**src/rtl/regfile_general_host_slave.sv**
```systemverilog
// regfile_general_host_slave: GENERAL register group host slave on a 4-phase req/ack bus.
// Define GEN_REGS_SHADOW_EN to stage config writes until a start command is issued.
module regfile_general_host_slave #(
    parameter int ADDR_W  = 16,
    parameter int DATA_W  = 16,
    parameter int NUM_CFG = 12,
    parameter int NUM_CMD = 10
) (
    input  logic                  clk,
    input  logic                  rst_n,
    input  logic                  host_req,
    input  logic                  host_wr,
    input  logic [ADDR_W-1:0]     host_addr,
    input  logic [DATA_W-1:0]     host_wdata,
    output logic                  host_ack,
    output logic [DATA_W-1:0]     host_rdata,
    output logic                  host_err,
    output logic [NUM_CFG*16-1:0] cfg_flat,
    input  logic [15:0]           status_in,
    input  logic                  buffer_loaded_evt,
    input  logic                  buffer_saved_evt,
    output logic                  buffer_loaded,
    output logic                  buffer_saved,
    output logic [NUM_CMD-1:0]    cmd_wr,
    output logic [NUM_CMD-1:0]    cmd_wr_en
);
    typedef enum logic [1:0] {IDLE, ACCESS, ACK} state_t;
    localparam logic [ADDR_W-1:0] A_STATUS = ADDR_W'(16'h0040);
    localparam logic [ADDR_W-1:0] A_FLAGS  = ADDR_W'(16'h0041);
    localparam logic [ADDR_W-1:0] A_CMD    = ADDR_W'(16'h0080);

    state_t                state_q, state_d;
    logic                  wr_q, wr_d, ack_q, ack_d, err_q, err_d;
    logic                  loaded_q, loaded_d, saved_q, saved_d;
    logic [ADDR_W-1:0]     addr_q, addr_d;
    logic [DATA_W-1:0]     wdata_q, wdata_d, rdata_q, rdata_d, cfg_rdata;
    logic [NUM_CMD-1:0]    cmd_q, cmd_d, cmd_en_q, cmd_en_d;
    logic [NUM_CFG*16-1:0] cfg_q, cfg_d, regs_rd, regs_wr;
    logic                  cfg_hit, wr_acc, flag_clr;

`ifdef GEN_REGS_SHADOW_EN
    logic [NUM_CFG*16-1:0] stage_q;
    assign regs_rd = stage_q;
    assign cfg_d   = (cmd_en_q[0] && cmd_q[0]) ? stage_q : cfg_q;
    always_ff @(posedge clk or negedge rst_n) begin
        if (!rst_n) stage_q <= '0;
        else        stage_q <= regs_wr;
    end
`else
    assign regs_rd = cfg_q;
    assign cfg_d   = regs_wr;
`endif

    assign wr_acc   = (state_q == ACCESS) && wr_q;
    assign flag_clr = wr_acc && (addr_q == A_FLAGS);
    assign loaded_d = buffer_loaded_evt | (loaded_q & ~(flag_clr & wdata_q[0]));
    assign saved_d  = buffer_saved_evt | (saved_q & ~(flag_clr & wdata_q[1]));

    always_comb begin
        state_d   = state_q;
        wr_d      = wr_q;
        addr_d    = addr_q;
        wdata_d   = wdata_q;
        ack_d     = ack_q;
        err_d     = err_q;
        rdata_d   = rdata_q;
        cmd_d     = '0;
        cmd_en_d  = '0;
        regs_wr   = regs_rd;
        cfg_hit   = 1'b0;
        cfg_rdata = '0;
        for (int i = 0; i < NUM_CFG; i++) begin
            if (addr_q == ADDR_W'(i + 1)) begin
                cfg_hit   = 1'b1;
                cfg_rdata = regs_rd[i*16 +: 16];
                if (wr_acc) regs_wr[i*16 +: 16] = wdata_q;
            end
        end
        case (state_q)
            IDLE: begin
                if (host_req) begin
                    state_d = ACCESS;
                    wr_d    = host_wr;
                    addr_d  = host_addr;
                    wdata_d = host_wdata;
                end
            end
            ACCESS: begin
                state_d = ACK;
                ack_d   = 1'b1;
                err_d   = 1'b0;
                rdata_d = '0;
                if (cfg_hit) rdata_d = wr_q ? '0 : cfg_rdata;
                else if (addr_q == A_STATUS) begin
                    err_d   = wr_q;
                    rdata_d = wr_q ? '0 : status_in;
                end
                else if (addr_q == A_FLAGS) rdata_d = wr_q ? '0 : DATA_W'({saved_q, loaded_q});
                else if (addr_q == A_CMD) begin
                    cmd_en_d = wr_q ? '1 : '0;
                    cmd_d    = wr_q ? wdata_q[NUM_CMD-1:0] : '0;
                end
                else err_d = 1'b1;
            end
            ACK: begin
                if (!host_req) begin
                    state_d = IDLE;
                    ack_d   = 1'b0;
                    err_d   = 1'b0;
                    rdata_d = '0;
                end
            end
            default: state_d = IDLE;
        endcase
    end

    always_ff @(posedge clk or negedge rst_n) begin
        if (!rst_n) begin
            state_q  <= IDLE;
            wr_q     <= 1'b0;
            addr_q   <= '0;
            wdata_q  <= '0;
            ack_q    <= 1'b0;
            err_q    <= 1'b0;
            rdata_q  <= '0;
            loaded_q <= 1'b0;
            saved_q  <= 1'b0;
            cmd_q    <= '0;
            cmd_en_q <= '0;
            cfg_q    <= '0;
        end else begin
            state_q  <= state_d;
            wr_q     <= wr_d;
            addr_q   <= addr_d;
            wdata_q  <= wdata_d;
            ack_q    <= ack_d;
            err_q    <= err_d;
            rdata_q  <= rdata_d;
            loaded_q <= loaded_d;
            saved_q  <= saved_d;
            cmd_q    <= cmd_d;
            cmd_en_q <= cmd_en_d;
            cfg_q    <= cfg_d;
        end
    end

    assign host_ack      = ack_q;
    assign host_err      = err_q;
    assign host_rdata    = rdata_q;
    assign buffer_loaded = loaded_q;
    assign buffer_saved  = saved_q;
    assign cmd_wr        = cmd_q;
    assign cmd_wr_en     = cmd_en_q;
    assign cfg_flat      = cfg_q;
endmodule

```
**config.mk**
```make
export PLATFORM = sky130hd
export DESIGN_NAME = regfile_general_host_slave
export DESIGN_NICKNAME = d
export VERILOG_FILES = /design/src/rtl/regfile_general_host_slave.sv
export SDC_FILE = /design/constraint.sdc
export NUM_CORES = 1
export LEC_CHECK = 0
export CORE_UTILIZATION = 30
export DETAILED_ROUTE_END_ITERATION = 10
export PLACE_DENSITY = 0.59
export SYNTH_ARGS = -nofsm -noshare
export SYNTH_HDL_FRONTEND = slang
export SYNTH_SLANG_ARGS = --single-unit
export TNS_END_PERCENT = 50
```
**constraint.sdc**
```tcl
create_clock -name clk -period 2.7 [get_ports clk]
set_input_delay 0.54 -clock clk [delete_from_list [all_inputs] [get_ports clk]]
set_output_delay 0.54 -clock clk [all_outputs]
set_load 0.03 [all_outputs]
```
==> results of run 1 <==
[worst paths after layout]
path                                     from             end  slack, ps  cells past startpoint
worst max-delay path                addr_q[2]  host_rdata[12]        190                      7
worst min-delay path                    rst_n     cfg_flat[0]        510                      2
worst max register to register      addr_q[2]  host_rdata[12]        190                      7
worst min register to register  buffer_loaded   buffer_loaded        510                      1
max in group asynchronous               rst_n    cfg_flat[46]       1460                      3
min in group clk                buffer_loaded   buffer_loaded        510                      1
[sequential cells by signal (all words and copies together), names as in the netlist]
register       flops
addr_q            16
buffer_loaded      1
buffer_saved       1
cfg_flat         192
cmd_wr            10
cmd_wr_en          1
host_ack           1
host_err           1
host_rdata        16
state_q            2
wdata_q           16
wr_q               1
[logic make-up after synthesis]
family	share of synthesized area (%)
mux	21.8
buf+inv	3.58
flops	53.4
compound gates	11.7
simple gates	9.64
[layout make-up]
cell class | instances | area (um^2) | area share, %
clock buffers | 41 | 811 | 4.84
clock inverters | 4 | 110 | 0.658
inverters | 6 | 22.5 | 0.134
multi-input cells | 629 | 5230 | 31.2
flip-flops and latches | 258 | 6460 | 38.6
well taps | 525 | 657 | 3.92
repair buffers | 351 | 3460 | 20.6
[stage by stage]
stage | setup WS, ps | cell area, um^2 | hold slack [ps] | util, %
6_report | 188 | 16700 | 506 | 42.1
5_1_grt | 64.8 | 16700 | 526 | 42.1
4_1_cts | 39.9 | 16700 | 502 | 42.1
3_5_place_dp | 72.9 | 15800 | 506 | 39.8
3_3_place_gp | 0.307 | 15800 | 490 | 39.8
2_1_floorplan | 417 | 12100 | 244 | -
[timing repair]
| action | CTS | global route |
|---|---|---|
| hold buffers | 1 | 0 |
| hold endpoints to repair | 52 | 0 |
| endpoints found under the setup margin | 0 | 1 |
| gates resized for setup | 0 | 1 |
[worst max-delay path: cells and delay by family, from the launching register on]
kind | cells | cell delay [ps]
buf+inv | 1 | 270
flops | 1 | 530
compound gates | 3 | 690
simple gates | 3 | 920
[layer usage]
layer | global-route usage [%] | wire length, um | vias up
met5 | 0 | 0 | -
met4 | 6.95 | 1320 | 0
met3 | 3.40 | 2450 | 61
met2 | 33.7 | 20300 | 317
met1 | 31.8 | 21000 | 4839
li1 | - | - | 4216
[where the power goes]
group | internal (uW) | switching [uW] | total, uW
clock | 2350 | 1590 | 3940
sequential | 4140 | 998 | 5140
combinational | 1220 | 1780 | 2990
[placed cells by master, fill, tap and decap left out, types with 5 or more instances in the layout]
| cell | n |
|---|---|
| clkbuf_16 | 29 |
| a21o_1 | 9 |
| nor3_2 | 6 |
| clkbuf_1 | 8 |
| a221oi_1 | 10 |
| dfrtp_1 | 256 |
| mux2_2 | 222 |
| buf_12 | 8 |
| a2bb2oi_1 | 14 |
| nand2_1 | 27 |
| nand3_1 | 10 |
| o41ai_1 | 7 |
| o221ai_1 | 10 |
| o31ai_1 | 6 |
| o21ai_0 | 29 |
| a221o_1 | 6 |
| or2_2 | 8 |
| a21oi_1 | 43 |
| buf_4 | 57 |
| nand4_1 | 8 |
| a22oi_1 | 7 |
| a222oi_1 | 6 |
| and2_1 | 11 |
| nor2b_1 | 9 |
| a211oi_1 | 5 |
| o21ai_1 | 6 |
| clkdlybuf4s50_1 | 284 |
| mux2i_1 | 11 |
| a31oi_1 | 5 |
| o22ai_1 | 7 |
| nor3_1 | 10 |
| nor2_1 | 63 |
| inv_1 | 6 |
| nand2b_1 | 6 |
==> impl_metrics.csv, run 1 <==
group,metric,value,unit
synth,synth.most_common_cell,"dfrtp_1",
synth,synth_edf_count,0,
route,drc,0,
floorplanning,dieArea,0.0411,mm^2
sta,max_slew.worst_pin.slew,735,ps
sta,fin_crit_sh,93.0,%
sta,maxSlewViolCount,0,
route,post_drt_wl_per_cell,24.9,um
grt,grt_antenna_before_repair,0,
cells_and_area,area_growth,38.4,%
sta,finalSetupTns,0,ps
cts,numCtsBuffers,29,
synth,seq_area_frac_synth,53.4,%
route,wl,45.1,mm
place,dpl.hpwl,33.9,mm
synth,synth-async-reset-ratio,100,%
cts,cts_root_buf,"clkbuf_16",
route,firstDrtPassIters,5,
floorplanning,core,0.0397,mm^2
cts,clock-sinks,258,
cells_and_area,drive_gt1_share,28.6,%
route,num_vias,9433,
synth,synth.cells.most_frequent,"dfrtp_1 (258), mux2_2 (222), nor2_1 (63)",
cts,path_clk_slew,60,ps
cells_and_area,num_antenna_cells,0,
power,powerDensity,721,mW/mm^2
cts,cts_tree,"done",
grt,grt_pass1_vias,9603,
outcome,status,"complete, no violations",
cts,cts_max_level,1,
floorplanning,die_height,203,um
place,place.gp.congestion,0.926,
route,drt_iter0_drc,616,
flow_run,maxCapViolations,0,
worst_setup_path,required,3160,ps
sta,finalHoldViolCount,0,
synth,synth_top_area_share,53.4,%
synth,netlist_top_cells_area,"dfrtp_1 (53%), mux2_2 (21%), nor2_1 (2.0%), a21oi_1 (1.8%), clkbuf_1 (1.4%)",
synth,ys_types,73,
place,place_inst,1768,
floorplanning,initial_core_util,30.4,%
synth,avgSynthCellArea,12.4,um^2
place,io_buffers,285,
worst_setup_path,max_stage_delay,530,ps
cells_and_area,final_cells,1814,
power,peakVddDrop,0.000473,V
worst_setup_path,end_kind,"flop",
cells_and_area,finalNetCount,1329,
worst_setup_path,cp-start-kind,"flop",
worst_setup_path,crit_slowest_cell,"dfrtp_1",
synth,ys_warn_count,0,
grt,grt_max_degree,69,
synth,synth_area,0.0121,mm^2
sta,finClkSkew,24.1,ps
sta,setup_viol,0,
power,total_power,12100,uW
synth,synth_fp_nets,1031,
cts,clock_latency,580,ps
synth,syn_inst,977,
worst_setup_path,cp_data_arrival_time,2980,ps
route,ant_nets,0,
floorplanning,rows,73,
cts,post-cts-setup-buffers,0,
sta,post-route-min-period,2510,ps
route,via_per_inst,5.20,
worst_hold_path,hold_class,"in -> async",
power,leakage,0.00738,uW
floorplanning,ios,286,
sta,slew_headroom,51.0,%
worst_setup_path,critPathKind,"reg -> reg",
synth,synth_largest_area_cell,"dfrtp_1",
cells_and_area,nFillCells,3804,
sta,rsz0062_at_grt,"false",
synth,synth_top_flop_cell,"dfrtp_1",
cts,cts.path.max_buffers,3,
floorplanning,dieWidth,203,um
synth,synth-seq-cells,258,
worst_setup_path,crit_chain,"buf_4 > nor2_1 > nand4_1 > or2_0 > o221ai_1 > o21ai_0 > a31o_2",
worst_setup_path,cp_max_fo,15,
grt,gr-total-overflow,0,
sta,max_freq,0.398,GHz
grt,grt_pass1_wl,67.2,mm
grt,grt_use_total,22.0,%
(Power assumes the default switching activity.)
==> run 2, diff against run 1 <==
- ABC_AREA: not set -> 1
- SETUP_SLACK_MARGIN: not set -> 0.4
==> impl_metrics.csv, run 2 <==
group,metric,value,unit
outcome,status,"complete, no violations",
power,leakage,0.00837,uW
cts,cts_max_level,1,
worst_setup_path,r2r-start,"addr_q[12]",
worst_setup_path,end_kind,"flop",
cells_and_area,final_cell_mix,"nand2_1 (500), clkdlybuf4s50_1 (284), dfrtp_1 (256), o21ai_0 (231), inv_1 (122)",
synth,synth.most_common_cell,"nand2_1",
place,dpl-instance-area,0.0158,mm^2
route,drt_iter0_drc,909,
route,firstDrtPassIters,9,
worst_setup_path,cp.depth,16,
grt,grt_pass1_wl,76.9,mm
worst_hold_path,hp-start,"addr_q[14]",
grt,grt_pass1_vias,11800,
worst_setup_path,crit_slowest_cell,"dfrtp_1",
cells_and_area,area_growth,45.0,%
sta,max_slew.worst_pin.slew,983,ps
worst_hold_path,hold_class,"reg -> reg",
synth,synth_largest_area_cell,"dfrtp_1",
synth,synth_top_area_share,52.3,%
grt,grt_use_total,24.7,%
route,ant_nets,0,
worst_setup_path,r2r_slack,310,ps
sta,finClkSkew,10.5,ps
sta,finalHoldViolCount,0,
grt,grt_max_degree,77,
worst_setup_path,path_buf_inv,6,
floorplanning,dieWidth,205,um
worst_setup_path,r2r-end,"host_rdata[7]",
sta,fin_crit_sh,88.4,%
sta,setup_viol,0,
cells_and_area,drive_gt1_share,15.7,%
floorplanning,core,0.0402,mm^2
cts,cts_tree,"done",
floorplanning,initial_core_util,30.7,%
worst_setup_path,crit_top_cell,"buf_6",
route,num_vias,12000,
place,dpl.hpwl,37.0,mm
sta,max_freq,0.419,GHz
synth,synth_area,0.0124,mm^2
floorplanning,dieArea,0.0420,mm^2
synth,synth_edf_count,0,
cts,path_clk_slew,60,ps
worst_setup_path,cp-startpoint,"addr_q[12]",
synth,ys_warn_count,0,
worst_hold_path,hold_path_end,"addr_q[14]",
worst_setup_path,cp_data_arrival_time,2890,ps
worst_setup_path,cp_max_fo,9,
cells_and_area,num_antenna_cells,0,
synth,ys_types,38,
cells_and_area,largest_register_ffs,192,
power,total_power,11900,uW
synth,avgSynthCellArea,7.86,um^2
grt,grt_antenna_before_repair,1,
power,peakVddDrop,0.000420,V
worst_setup_path,cp-start-kind,"flop",
cts,cts.path.max_buffers,3,
route,drc,0,
cells_and_area,final_common_cell,"nand2_1",
place,place.gp.congestion,0.933,
sta,slew_headroom,34.4,%
grt,gr-total-overflow,0,
synth,synth.cells.most_frequent,"nand2_1 (543), dfrtp_1 (258), o21ai_0 (241)",
worst_setup_path,required,3210,ps
synth,synth_top_flop_cell,"dfrtp_1",
synth,synth_fp_nets,1625,
worst_setup_path,crit_family,"simple AND/OR/NAND/NOR gates",
cts,clock_latency,570,ps
floorplanning,ios,286,
worst_setup_path,crit_chain,"nor2_2 > nand2_2 > nor2_4 > buf_6 > buf_6 > buf_6 > nand2_2 > o31ai_4 > buf_6 > nor3_4 > buf_4 > nand3_4 > o21ai_1 > inv_1 > nand2_1 > nand2_1",
power,powerDensity,662,mW/mm^2
sta,rsz0062_at_grt,"true",
cts,cts_root_buf,"clkbuf_16",
cells_and_area,final_area,0.0179,mm^2
cts,clock-sinks,258,
flow_run,maxCapViolations,0,
worst_hold_path,worstHoldPathCells,2,
route,via_per_inst,4.96,
sta,maxSlewViolCount,0,
cts,numCtsBuffers,30,
sta,post-route-min-period,2390,ps
synth,synth-seq-cells,258,
route,post_drt_wl_per_cell,21.5,um
worst_setup_path,critPathKind,"reg -> reg",
cells_and_area,finalNetCount,1935,
synth,synth-async-reset-ratio,100,%
route,wl,52.2,mm
synth,syn_inst,1571,
synth,netlist_top_cells_area,"dfrtp_1 (52%), nand2_1 (17%), o21ai_0 (9.8%), nand3_1 (4.2%), inv_1 (3.8%)",
floorplanning,rows,73,
worst_setup_path,max_stage_delay,390,ps
worst_setup_path,r2r_cells,16,
place,io_buffers,285,
floorplanning,die_height,205,um
synth,seq_area_frac_synth,52.3,%
[run 2: cell types whose count changed after synthesis, sizes merged, moves of 10 or more]
| cell | delta |
|---|---|
| clkbuf | +14 |
| a221oi | -10 |
| and2 | -11 |
| o221ai | -10 |
| a2bb2oi | -14 |
| nand2 | +527 |
| nor2 | +10 |
| nand3 | +97 |
| mux2 | -222 |
| inv | +137 |
| mux2i | -11 |
| o21ai | +232 |
| a21oi | -21 |
[run 2: final cells by class]
cell class                      count  area (um^2)
Timing Repair Buffer              374         3710
Inverter                          145          566
Multi-Input combinational cell   1071         5380
Timing Repair inverter              1         7.51
Clock buffer                       42          867
Clock inverter                     13          268
Sequential cell                   258         6460
Tap cell                          525          657
Fill cell                        3960        22300
[run 2: timing repair]
action                                  CTS  global route
hold endpoints to repair                 57             0
resized for setup                       100            74
buffers inserted                         18            11
pin swaps                                25            34
gates cloned                              3             1
hold buffers                              1             0
endpoints found under the setup margin  106           126
[run 2: worst max path at each step]
stage                     endpoint  slack [ps]
finish               host_rdata[7]         310
detailed placement  host_rdata[13]         -30
global placement    host_rdata[13]          -4
floorplan            host_rdata[1]         800
global route         host_rdata[7]         170
CTS                 host_rdata[13]         330
[run 2: metal layers]
metal	routed length, um	track usage (%)	vias up
li1	-	-	5628
met1	23000	34.6	5794
met2	23100	38.2	531
met3	4510	5.20	84
met4	1570	7.20	0
met5	0	0	-
[run 2: cells by family after synthesis]
logic type,share of synthesized area (%)
flip-flops,52.3
AO/OA/AOI/OAI,11.9
AND/OR/NAND/NOR,27.2
buffers and inverters,8.60
[run 2: report_power, final]
part / total, uW / switching [uW] / internal, uW
registers: 4360 / 200 / 4160
clock network: 4670 / 1680 / 2980
logic: 2840 / 2190 / 656
[run 2: stage by stage]
step	setup TNS, ps	cells	hold slack (ps)	utilization, %	worst slack, ps
3_3_place_gp	-3.52	2340	459	39.4	-3.52
4_1_cts	0	2417	474	43.6	334
2_1_floorplan	0	1571	244	-	805
3_5_place_dp	-77.1	2340	462	39.4	-33.7
6_report	0	2429	469	44.6	314
5_1_grt	0	2429	487	44.6	167
[run 2: worst reg2reg max path, stage by stage (launching register included)]
cell and delay, ps:
dfrtp_1 390, nor2_2 130, nand2_2 80, nor2_4 200, buf_6 130, buf_6 100
buf_6 150, nand2_2 110, o31ai_4 290, buf_6 150, nor3_4 40, buf_4 140
nand3_4 130, o21ai_1 90, inv_1 100, nand2_1 60, nand2_1 50
==> run 3, diff against run 2 <==
- CTS_CLUSTER_DIAMETER: not set -> 150
==> results of run 3 <==
Same layout as run 2: the final DEF is identical, and so are final timing and power.
